$ cat src/rtl/gfx_scanout_fetch.sv
`default_nettype none
// ============================================================================
// Module   : gfx_scanout_fetch
// Purpose  : Walks the framebuffer once per frame, issuing one VRAM read per
//            word (two words per pixel), and pushes the returned words with
//            mask 1 into the fb/mask FIFO pair. With fetching disabled it
//            pushes the same number of mask-0 filler words. FIFO space is
//            reserved with credits at issue time so the FIFO never overflows.
// Ports    : clk, rst                        - clock, sync active-high reset
//            enable_fetch, fb_base           - per-frame mode/base (START only)
//            mem_read/address/waitrequest,
//            mem_readdatavalid/readdata      - Avalon-MM read master
//            fifo_write, fb_fifo_in,
//            mask_fifo_in, fifo_pop          - FIFO pair push side + pop count
//            frame_done                      - pulse when a frame is complete
// Revision : 1.0 - initial release
// ============================================================================
module gfx_scanout_fetch #(
    parameter int X_RES      = 640,
    parameter int Y_RES      = 480,
    parameter int WORD_W     = 16,
    parameter int ADDR_W     = 24,
    parameter int FIFO_DEPTH = 16
) (
    input  logic              clk,
    input  logic              rst,
    input  logic              enable_fetch,
    input  logic [ADDR_W-1:0] fb_base,
    output logic              mem_read,
    output logic [ADDR_W-1:0] mem_address,
    input  logic              mem_waitrequest,
    input  logic              mem_readdatavalid,
    input  logic [WORD_W-1:0] mem_readdata,
    output logic              fifo_write,
    output logic [WORD_W-1:0] fb_fifo_in,
    output logic              mask_fifo_in,
    input  logic              fifo_pop,
    output logic              frame_done
);

    localparam int c_frame_words = 2 * X_RES * Y_RES;
    localparam int c_idx_w       = $clog2(c_frame_words);
    localparam int c_cred_w      = $clog2(FIFO_DEPTH + 1);

    localparam logic [c_idx_w-1:0]  c_last_idx    = c_idx_w'(c_frame_words - 1);
    localparam logic [c_idx_w-1:0]  c_idx_one     = c_idx_w'(1);
    localparam logic [c_cred_w-1:0] c_full_credit = c_cred_w'(FIFO_DEPTH);
    localparam logic [c_cred_w-1:0] c_cred_one    = c_cred_w'(1);

    typedef enum logic [1:0] {
        ST_START = 2'd0,
        ST_FETCH = 2'd1,
        ST_FILL  = 2'd2,
        ST_DRAIN = 2'd3
    } state_t;

    state_t              state_q, state_d;
    logic [ADDR_W-1:0]   base_q, base_d;
    logic [c_idx_w-1:0]  idx_q, idx_d;
    logic [c_cred_w-1:0] credit_q, credit_d;
    logic [c_cred_w-1:0] pending_q, pending_d;
    logic                resp_valid_q;
    logic [WORD_W-1:0]   resp_data_q;

    logic w_has_credit;
    logic w_accept;
    logic w_fill_push;
    logic w_resp_take;

    assign w_has_credit = (credit_q != '0);

    // Responses are only taken while reads are outstanding; anything that
    // arrives with nothing pending belongs to a frame abandoned by reset.
    assign w_resp_take = mem_readdatavalid && (pending_q != '0);

    always_comb begin
        state_d     = state_q;
        base_d      = base_q;
        idx_d       = idx_q;
        mem_read    = 1'b0;
        w_accept    = 1'b0;
        w_fill_push = 1'b0;
        frame_done  = 1'b0;
        case (state_q)
            ST_START: begin
                base_d  = fb_base;
                idx_d   = '0;
                state_d = enable_fetch ? ST_FETCH : ST_FILL;
            end
            ST_FETCH: begin
                // Credit can only grow while a request waits, so once raised
                // mem_read holds with a stable address until accepted.
                mem_read = w_has_credit;
                w_accept = w_has_credit && !mem_waitrequest;
                if (w_accept) begin
                    idx_d = idx_q + c_idx_one;
                    if (idx_q == c_last_idx) begin
                        state_d = ST_DRAIN;
                    end
                end
            end
            ST_FILL: begin
                if (w_has_credit) begin
                    w_fill_push = 1'b1;
                    idx_d       = idx_q + c_idx_one;
                    if (idx_q == c_last_idx) begin
                        frame_done = 1'b1;
                        state_d    = ST_START;
                    end
                end
            end
            ST_DRAIN: begin
                if ((pending_q == '0) && !resp_valid_q) begin
                    frame_done = 1'b1;
                    state_d    = ST_START;
                end
            end
            default: state_d = ST_START;
        endcase
    end

    // Credit is spent at issue (read accept or filler push), returned on pop.
    always_comb begin
        credit_d = credit_q;
        case ({w_accept || w_fill_push, fifo_pop})
            2'b10:   credit_d = credit_q - c_cred_one;
            2'b01:   credit_d = credit_q + c_cred_one;
            default: credit_d = credit_q;
        endcase
    end

    always_comb begin
        pending_d = pending_q;
        case ({w_accept, w_resp_take})
            2'b10:   pending_d = pending_q + c_cred_one;
            2'b01:   pending_d = pending_q - c_cred_one;
            default: pending_d = pending_q;
        endcase
    end

    always_ff @(posedge clk) begin
        if (rst) begin
            state_q      <= ST_START;
            base_q       <= '0;
            idx_q        <= '0;
            credit_q     <= c_full_credit;
            pending_q    <= '0;
            resp_valid_q <= 1'b0;
            resp_data_q  <= '0;
        end else begin
            state_q      <= state_d;
            base_q       <= base_d;
            idx_q        <= idx_d;
            credit_q     <= credit_d;
            pending_q    <= pending_d;
            resp_valid_q <= w_resp_take;
            if (w_resp_take) begin
                resp_data_q <= mem_readdata;
            end
        end
    end

    // Address wraps modulo 2^ADDR_W by truncation.
    assign mem_address  = base_q + ADDR_W'(idx_q);

    // Filler pushes only happen in FILL, entered after pending drained, so a
    // response push and a filler push never share a cycle.
    assign fifo_write   = resp_valid_q || w_fill_push;
    assign fb_fifo_in   = resp_valid_q ? resp_data_q : '0;
    assign mask_fifo_in = resp_valid_q;

endmodule
`default_nettype wire

$ cat config.mk
export PLATFORM = sky130hd
export DESIGN_NAME = gfx_scanout_fetch
export DESIGN_NICKNAME = d
export VERILOG_FILES = /design/src/rtl/gfx_scanout_fetch.sv
export SDC_FILE = /design/constraint.sdc
export NUM_CORES = 1
export LEC_CHECK = 0
export ABC_AREA = 1
export BUFFER_PORTS_ARGS = -buffer_cell sky130_fd_sc_hd__buf_4
export CAP_MARGIN = 5
export CORE_MARGIN = 2
export CORE_UTILIZATION = 35
export DETAILED_ROUTE_END_ITERATION = 6
export GPL_ROUTABILITY_DRIVEN = 0
export PLACE_DENSITY = 0.51
export SYNTH_ARGS = -nofsm -noshare
export SYNTH_HDL_FRONTEND = slang
export SYNTH_SLANG_ARGS = --single-unit
$ cat constraint.sdc
create_clock -name clk -period 3.1 [get_ports clk]
set_input_delay 0.465 -clock clk [delete_from_list [all_inputs] [get_ports clk]]
set_output_delay 0.465 -clock clk [all_outputs]
set_load 0.01 [all_outputs]
Word-level counts from Yosys, hierarchy flattened
Cells that the tools add are included.
{ "op_classes": {"add_sub_neg": 6, "n_eq_ne": 13, "mux": 21, "reduce_logical": 16} }
{ "op_table": {"columns": ["op", "count"], "rows": [
  ["20-bit one-hot mux with 3 select lines", 1],
  ["20-bit 2-to-1 mux", 2],
  ["24-bit by 20-bit adder with 24-bit output", 1],
  ["20-bit by 1-bit adder with 20-bit output (second input constant)", 1],
  ["20-bit equality test (second input constant)", 1],
  ["5-bit one-hot mux with 2 select lines", 2],
  ["16-bit 2-to-1 mux", 1],
  ["2-bit 2-to-1 mux", 6],
  ["5-bit by 1-bit adder with 5-bit output (second input constant)", 2],
  ["2-bit inequality test (second input constant)", 5],
  ["5-bit nonzero test", 2],
  ["5-bit by 1-bit subtractor with 5-bit output (second input constant)", 2],
  ["2-bit equality test (second input constant)", 4],
  ["2-bit one-hot mux with 4 select lines", 1],
  ["1-bit 2-to-1 mux", 7],
  ["2-bit by 1-bit equality test with 1-bit output (second input constant)", 3],
  ["5-bit zero test", 1],
  ["5-bit AND reduction", 1],
  ["2-bit nonzero test", 2],
  ["1-bit logical AND", 3],
  ["3-bit AND reduction", 1],
  ["3-bit nonzero test", 1],
  ["1-bit zero test", 2],
  ["2-bit zero test", 1],
  ["other kinds (2)", 3]
]} }
{ "totals": {"reg_bits": 73, "inputBits": 46, "output_inout_bits": 44, "word_cells": 63} }

Longest topological paths before layout
Gate-level depths: netlist of run 1.
{ "logic_depth": {"ltp_word": 6, "mapped_depth": 15, "mapped_depth_nobuf": 15} }

Worst setup path before layout of run 1
No wires, ideal clock.
{ "synth_path": {"kind": "reg-to-reg", "from": "register state_q[1]", "to": "register credit_q[4]", "setup_ps": 123, "t_arrival_ps": 2194, "required_time_ps": 2977, "slack_ps": 783, "path_stages_with_launch": 16, "path_buffers": 0, "period_less_slack_ps": 2317, "cell_sequence": "dfxtp_1 inv_1 ha_1 nand2_1 or2_2 nand2_1 inv_1 ha_1 inv_1 ha_1 a21oi_1 nand2_1 a21oi_1 o21ai_0 a21oi_1 o21ai_0"} }
{ "synth_via": {"elab_chain_cells": 5, "word_cells_on_any_way": 9, "classes_between": "4 x eq/ne; 3 x mux; 2 x reduce/logical"} }
{ "synth_rtl": {"columns": ["item", "line_no", "rtl"], "rows": [
  ["start, declared", "57", "state_t state_q, state_d;"],
  ["start signal, assigned", "151", "state_q <= state_d;"],
  ["2-bit by 1-bit equality test with 1-bit output / 2-bit equality test (equally long branches)", "84", "case (state_q)"],
  ["1-bit 2-to-1 mux", "84", null],
  ["1-bit logical OR (*)", "125", "case ({w_accept || w_fill_push, fifo_pop})"],
  ["2-bit by 1-bit equality test with 1-bit output / 2-bit equality test (equally long branches)", "125", null],
  ["5-bit one-hot mux with 2 select lines / 2-bit nonzero test (equally long branches)", null, null],
  ["end signal, assigned", "146", "credit_q <= c_full_credit;"],
  ["end signal, assigned", "154", "credit_q <= credit_d;"],
  ["end, declared", "60", "logic [c_cred_w-1:0] credit_q, credit_d;"]
]} }
Every way passes the cells marked *; elsewhere a longest branch is shown, timed or not.
A chain may end at the register's enable or synchronous reset.

Worst setup path in the final report of run 1
{ "layout_path": {"from": "register idx_q[0]", "to": "output port mem_address[18]"} }
{ "layout_via": {"elab_chain_cells": 1} }
{ "layout_rtl": {"columns": ["item", "line_no", "rtl"], "rows": [
  ["start, declared", "59", "logic [c_idx_w-1:0] idx_q, idx_d;"],
  ["start signal, assigned", "153", "idx_q <= idx_d;"],
  ["24-bit by 20-bit adder with 24-bit output", "164", "assign mem_address = base_q + ADDR_W'(idx_q);"],
  ["end, declared", "30", "output logic [ADDR_W-1:0] mem_address,"]
]} }
No other way between the ends.

==> run metrics, run 1 <==
WP data arrival=2.27 ns; Post-CTS Setup Bufs=0; share of flip-flops with an asynchronous set or reset=0; reg2reg setup slack=0.54 ns; cts bufs inserted=9; Clock Pin Slew Worst Setup and Hold Paths=0.06 ns; sequential-to-total area share from yosys stat=0.298; CP Launch Type=register; DR vias/cell=4.76; Synth cell types=37; number of port buffers=89; I/O pin count=90; global route hottest layer=met2; Synth Instances=755; Final Max Slew Viols=0; Worst Path Required=2.63 ns; Die ar.=15000 um^2; max_cap viols=0; syn_nets=838; number of flops mapped to enable cells by yosys=0; worst hold path depth=3; pwr dens=a little under 800 nW/um^2; Die Wd=122 um; Longest Clk Path Bufs=2; Iter 0 DRT Violations=between 200 and 300; synth top area cells=dfxtp_1 (30%), nand2_1 (13%), nor2_1 (10%), ha_1 (8.7%), o21ai_0 (6.6%); H-tree depth=3; ys flop type=dfxtp_1; Die Ht=122 um; FMAX=~0.37 GHz; Reg-to-Reg Start=state_q[1]; DRC viols=0; hpwl dp=10.2 mm; Tmin final=2.73 ns; Slew headroom=0.504; CORE AREA=around 14000 um^2; area leader, netlist=dfxtp_1; Worst Max-Slew Pin Slew=0.739 ns; Non-Filler Instances=1028; vias post-DR=4891; Initial Utilization=0.357; Area Overhead vs Synth=24.1%; Syn Area/Cell=6.50 um^2; first drt pass iteration count=5; final core occ=0.443; M3 GR Usage=0.0386; CTS Sinks=73; top cells by count, synth=nand2_1 (165), nor2_1 (136), inv_1 (86); setup TNS=0 ns; drt total wl=12.8 mm; status=finished clean; vias in the first global route=~4.6k; latest clock arrival within the worst-skew pair=roughly 0.33 ns; share of the synthesized area in the top cell type=0.298; final antenna-violating net count=0; initial antenna violation count=0; Hold EP=base_q[19]; Final #Nets=926; WL/cell=about 12 um; root cell of the clock tree=clkbuf_16; Syn. warnings=0; hold crit path type=in2reg; maximum vdd ir drop=0.488 mV; Tcrit/Tclk final=0.881; GRT Total Usage=0.181; FF-to-FF path depth=15; M2 GR Usage=0.304; Post-Syn Area=approximately 4900 um^2; largest net degree at the start of global routing=29; Leak=roughly 3.1 nW; hold slack=about 0.35 ns; register bit total from synthesis=73; clock skew=0.00714 ns; setup violators final=0; Crit Path Class=reg2out; row cnt=43; ANT cells=0; CTS tree=done; Hold Violations, Final=0; Crit. End Element=output pin; worst-path fanout max=5; share of cells above drive strength 1=0.177; post_cts resized=0; RSZ-0062 raised after global routing=no; hold_buf cts=0; first-pass GRT wire length=21.5 mm; hold_sp=fb_base[19]; top-count cell post-synth=nand2_1; Placed Instances=1012; Overflow after GRT=0; worst r2r dst=credit_q[4]; routing usage on met1=0.233
-- layout make-up --
class | count | area, um^2
clock buffer | 12 | 267
sequential | 73 | 1460
clock inverter | 4 | 73.8
inverter | 90 | 340
timing repair buffer | 94 | 706
fill | 1488 | 7680
tap | 180 | 225
multi-input combinational | 575 | 3020
-- through the flow --
stage	total power, W	cell area, um^2	setup slack, ns
global placement	0.00364	5760	0.671
floorplan	0.00296	4910	0.783
CTS	0.00488	6100	0.353
detailed placement	0.00367	5760	0.574
global route	0.00523	6100	0.105
finish	0.00481	6100	0.368
-- report_power, final --
part	total [W]	switching [W]	leakage [nW]	internal, W
logic	0.00220	0.00133	2.28	0.000868
registers	0.00145	0.000221	0.602	0.00123
clock network	0.00117	0.000395	0.169	0.000770
total	0.00481	0.00194	3.05	0.00287
-- logic make-up after synthesis --
family / synth area share
DFF: 0.298
AOI/OAI and AO/OA: 0.130
adders and majority gates: 0.0989
xor gates and xnor gates: 0.0392
buffers and inverters: 0.0869
and+or+nand+nor: 0.348
-- cell usage in the layout, fill, tap and decap left out, types with 2 or more instances in the layout --
master / netlist / final
ha_1: 34 / 34
nor2_2: 14 / 14
nor3_2: 2 / 2
xnor2_1: 5 / 5
nor3_1: 10 / 10
or2_2: 3 / 3
o21ai_0: 65 / 65
bufinv_16: 0 / 2
a21oi_1: 44 / 44
nand3_2: 2 / 2
clkbuf_16: 0 / 9
o21a_1: 2 / 2
clkbuf_8: 0 / 3
nand2_2: 12 / 12
nor2_1: 136 / 136
nand2_1: 165 / 165
clkinv_1: 2 / 2
inv_1: 86 / 86
xor2_1: 17 / 17
dfxtp_1: 73 / 73
fa_1: 3 / 3
buf_4: 3 / 94
nand4_1: 15 / 15
nand3b_1: 3 / 3
o21bai_1: 5 / 5
nand3_1: 28 / 28
-- per-layer routing --
| layer | up-vias | part of all wire |
|---|---|---|
| li1 | 2591 | - |
| met1 | 2213 | 0.48 |
| met2 | 73 | 0.47 |
| met3 | 14 | 0.036 |
| met4 | 0 | 0.016 |
| met5 | - | 0 |
-- worst max path at each step --
| stage | startpoint | end | slack, ns | cells past startpoint |
|---|---|---|---|---|
| final | idx_q[0] | mem_address[18] | 0.37 | 13 |
| after global routing | idx_q[12] | mem_address[17] | 0.10 | 9 |
| after CTS | idx_q[0] | mem_address[18] | 0.35 | 13 |
| after detailed placement | state_q[1] | credit_q[4] | 0.57 | 15 |
| after global placement | state_q[1] | credit_q[4] | 0.67 | 15 |
| after floorplan | state_q[1] | credit_q[4] | 0.78 | 15 |
-- worst max-delay path, cell delays in order (launching register included) --
cell and delay (ns):
dfxtp_1 0.34, ha_1 0.22, fa_1 0.40, nand3_1 0.09, nand2_1 0.12, nand2_1 0.08
nand2_1 0.12, nand2_1 0.09, nand2_1 0.08, nand2_1 0.09, nand2_1 0.06, nand2_1 0.05
nand2_1 0.05, buf_4 0.14
-- state kept, by name (all words and copies together) (netlist names) --
register,cells
base_q,24
credit_q,5
idx_q,20
mask_fifo_in,1
pending_q,5
resp_data_q,16
state_q,2
(Power assumes the default switching activity.)
==> inputs of run 2 (changes only) <==
--- a/config.mk
+++ b/config.mk
@@ -12,7 +12,7 @@
 export CORE_UTILIZATION = 35
 export DETAILED_ROUTE_END_ITERATION = 6
 export GPL_ROUTABILITY_DRIVEN = 0
-export PLACE_DENSITY = 0.51
+export PLACE_DENSITY = 0.53
 export SYNTH_ARGS = -nofsm -noshare
 export SYNTH_HDL_FRONTEND = slang
 export SYNTH_SLANG_ARGS = --single-unit
==> constraint.sdc (replaced) <==
create_clock -name clk -period 2.35 [get_ports clk]
set_input_delay 0.3525 -clock clk [delete_from_list [all_inputs] [get_ports clk]]
set_output_delay 0.3525 -clock clk [all_outputs]
set_load 0.01 [all_outputs]
==> run 2 against run 1 <==
Net effect: first-iteration DRC count is 19% lower; total power grew 43%; clock power increased by 11%; highest routed layer unchanged; hold slack got worse by 0.12 ns; critical path depth shrank 3; sequential share of layout area is 2.4 points lower.
==> run metrics, run 2 (synthesis results as in run 1) <==
Area Overhead vs Synth=41.2% (was 24.1%); pwr dens=991 nW/um^2 (was 789 nW/um^2); ANT cells=0 (unchanged); H-tree depth=3 (unchanged); Die Wd=122 um (unchanged); Crit Path Class=reg2out (unchanged); Worst Max-Slew Pin Slew=0.590 ns (was 0.739 ns); hold_buf cts=0 (unchanged); Leak=3.27 nW (was 3.05 nW); Largest regs=base_q x24, idx_q x20, resp_data_q x16 (unchanged); row cnt=43 (unchanged); Initial Utilization=0.357 (unchanged); root cell of the clock tree=clkbuf_16 (unchanged); setup violators final=0 (unchanged); first-pass GRT wire length=22.4 mm (was 21.5 mm); hold crit path type=in2reg (unchanged); Final Max Slew Viols=0 (unchanged); share of cells above drive strength 1=0.342 (was 0.177); vias in the first global route=4852 (was 4623); Power, Total=0.00688 W (was 0.00481 W); Top reg by flops=base_q (unchanged); cts bufs inserted=9 (unchanged); I/O pin count=90 (unchanged); Slew headroom=0.606 (was 0.504); FMAX=0.426 GHz; CTS Sinks=73 (unchanged); Tmin final=roughly 2.3 ns; drt total wl=13.8 mm (was 12.8 mm); latest clock arrival within the worst-skew pair=0.34 ns (was 0.33 ns); worst-path fanout max=4 (was 5); GRT Total Usage=0.187 (was 0.181); most common cell after layout, fill and taps aside=nand2_1 (unchanged); clock skew=0.00936 ns (was 0.00714 ns); DR vias/cell=4.83 (was 4.76); Longest Clk Path Bufs=2 (unchanged); maximum vdd ir drop=0.492 mV (was 0.488 mV); Iter 0 DRT Violations=242 (was 298); number of port buffers=89 (unchanged); dpl cell area=5910 um^2 (was 5760 um^2); multi-input logic area=3600 um^2 (was 3020 um^2); Clock Pin Slew Worst Setup and Hold Paths=0.06 ns (about the same); WL/cell=13.0 um (was 12.4 um); Die Ht=122 um (unchanged); max_cap viols=0 (unchanged); most frequent cells in the layout=nand2_1 (144), buf_4 (128), nor2_1 (126), inv_1 (83), o21ai_0 (58) (was nand2_1 (165), nor2_1 (136), buf_4 (94), inv_1 (86), dfxtp_1 (73)); Filler cells=1390 (was 1488); hpwl dp=10.5 mm (was 10.2 mm); Tcrit/Tclk final=1.00; CTS tree=done (unchanged); CORE AREA=13800 um^2 (unchanged); max FFs per register=24 (unchanged); Final #Nets=962 (was 926); RSZ-0062 raised after global routing=yes (was no); Register Area=1500 um^2 (was 1460 um^2); CP Launch Type=register (unchanged); fin area=6940 um^2 (was 6100 um^2); initial antenna violation count=0 (unchanged); first drt pass iteration count=4 (was 5); Hold Violations, Final=0 (unchanged); Worst Path Required=2.00 ns (was 2.63 ns); status=finished clean (unchanged); reg2reg setup slack=0.02 ns (was 0.54 ns); Crit. End Element=output pin (unchanged); final antenna-violating net count=0 (unchanged); vias post-DR=5136 (was 4891); Die ar.=15000 um^2 (unchanged); largest net degree at the start of global routing=22 (was 29); WP data arrival=2.00 ns (was 2.27 ns); DRC viols=0 (unchanged); Overflow after GRT=0 (unchanged); hold slack=0.230 ns (was 0.352 ns)
==> run 2: cell types whose count changed in the layout (fill, tap and decap cells not counted), moves of 21 or more <==
cell and change:
dfxtp_1 -25, buf_4 +34, ha_4 +22, nand2_1 -21
dfxtp_2 +23, ha_1 -24
==> run 2: worst paths after layout <==
check | from | endpoint | depth (start not counted)
min | fb_base[14] | base_q[14] | 3
max | base_q[0] | mem_address[16] | 10
max reg2reg | state_q[0] | credit_q[4] | 15
min reg2reg | credit_q[4] | credit_q[4] | 1
==> run 2: cell type report <==
cell class / count / share of cell area
Sequential cell: 73 / 0.216
Tap cell: 180 / 0.0325
Multi-Input combinational cell: 575 / 0.519
Inverter: 90 / 0.0498
Clock inverter: 4 / 0.00415
Clock buffer: 11 / 0.0364
Timing Repair Buffer: 130 / 0.142
==> run 2: worst max-delay path, cell delays in order, from the launching register on <==
cell     delay [ns]
dfxtp_2        0.33
ha_4           0.16
fa_2           0.35
nand3_2        0.10
nand2_4        0.08
nand2_2        0.07
nand2_2        0.07
nand3_1        0.09
nand2_1        0.07
xor2_1         0.19
buf_4          0.15
==> run 2: stage by stage <==
step / util / setup TNS, ns / setup slack (ns) / std cells
5_1_grt: 0.504 / -0.587 / -0.116 / 1063
2_1_floorplan: - / 0 / 0.0328 / 755
3_5_place_dp: 0.429 / -0.113 / -0.113 / 1033
4_1_cts: 0.476 / -0.0382 / -0.0192 / 1051
3_3_place_gp: 0.429 / 0 / 0.00219 / 1033
6_report: 0.504 / 0 / 0.000194 / 1063
==> run 2: what timing repair did <==
action	4_1_cts	5_1_grt
gates resized for setup	71	83
setup buffers	3	12
hold endpoints to repair	0	0
gates cloned	0	0
setup endpoints to repair	20	22
pin swaps	9	31
==> run 2: power by group <==
group | switching [W] | internal [W] | leakage [nW] | total [W]
sequential | 0.000327 | 0.00164 | 0.613 | 0.00196
combinational | 0.00201 | 0.00160 | 2.53 | 0.00361
clock | 0.000532 | 0.000766 | 0.134 | 0.00130
==> run 2: layer usage <==
| metal | part of all wire | GRT usage | vias to the layer above |
|---|---|---|---|
| li1 | - | - | 2663 |
| met1 | 0.46 | 0.238 | 2367 |
| met2 | 0.49 | 0.322 | 94 |
| met3 | 0.041 | 0.0381 | 12 |
| met4 | 0.012 | 0.0532 | 0 |
| met5 | 0 | 0 | - |
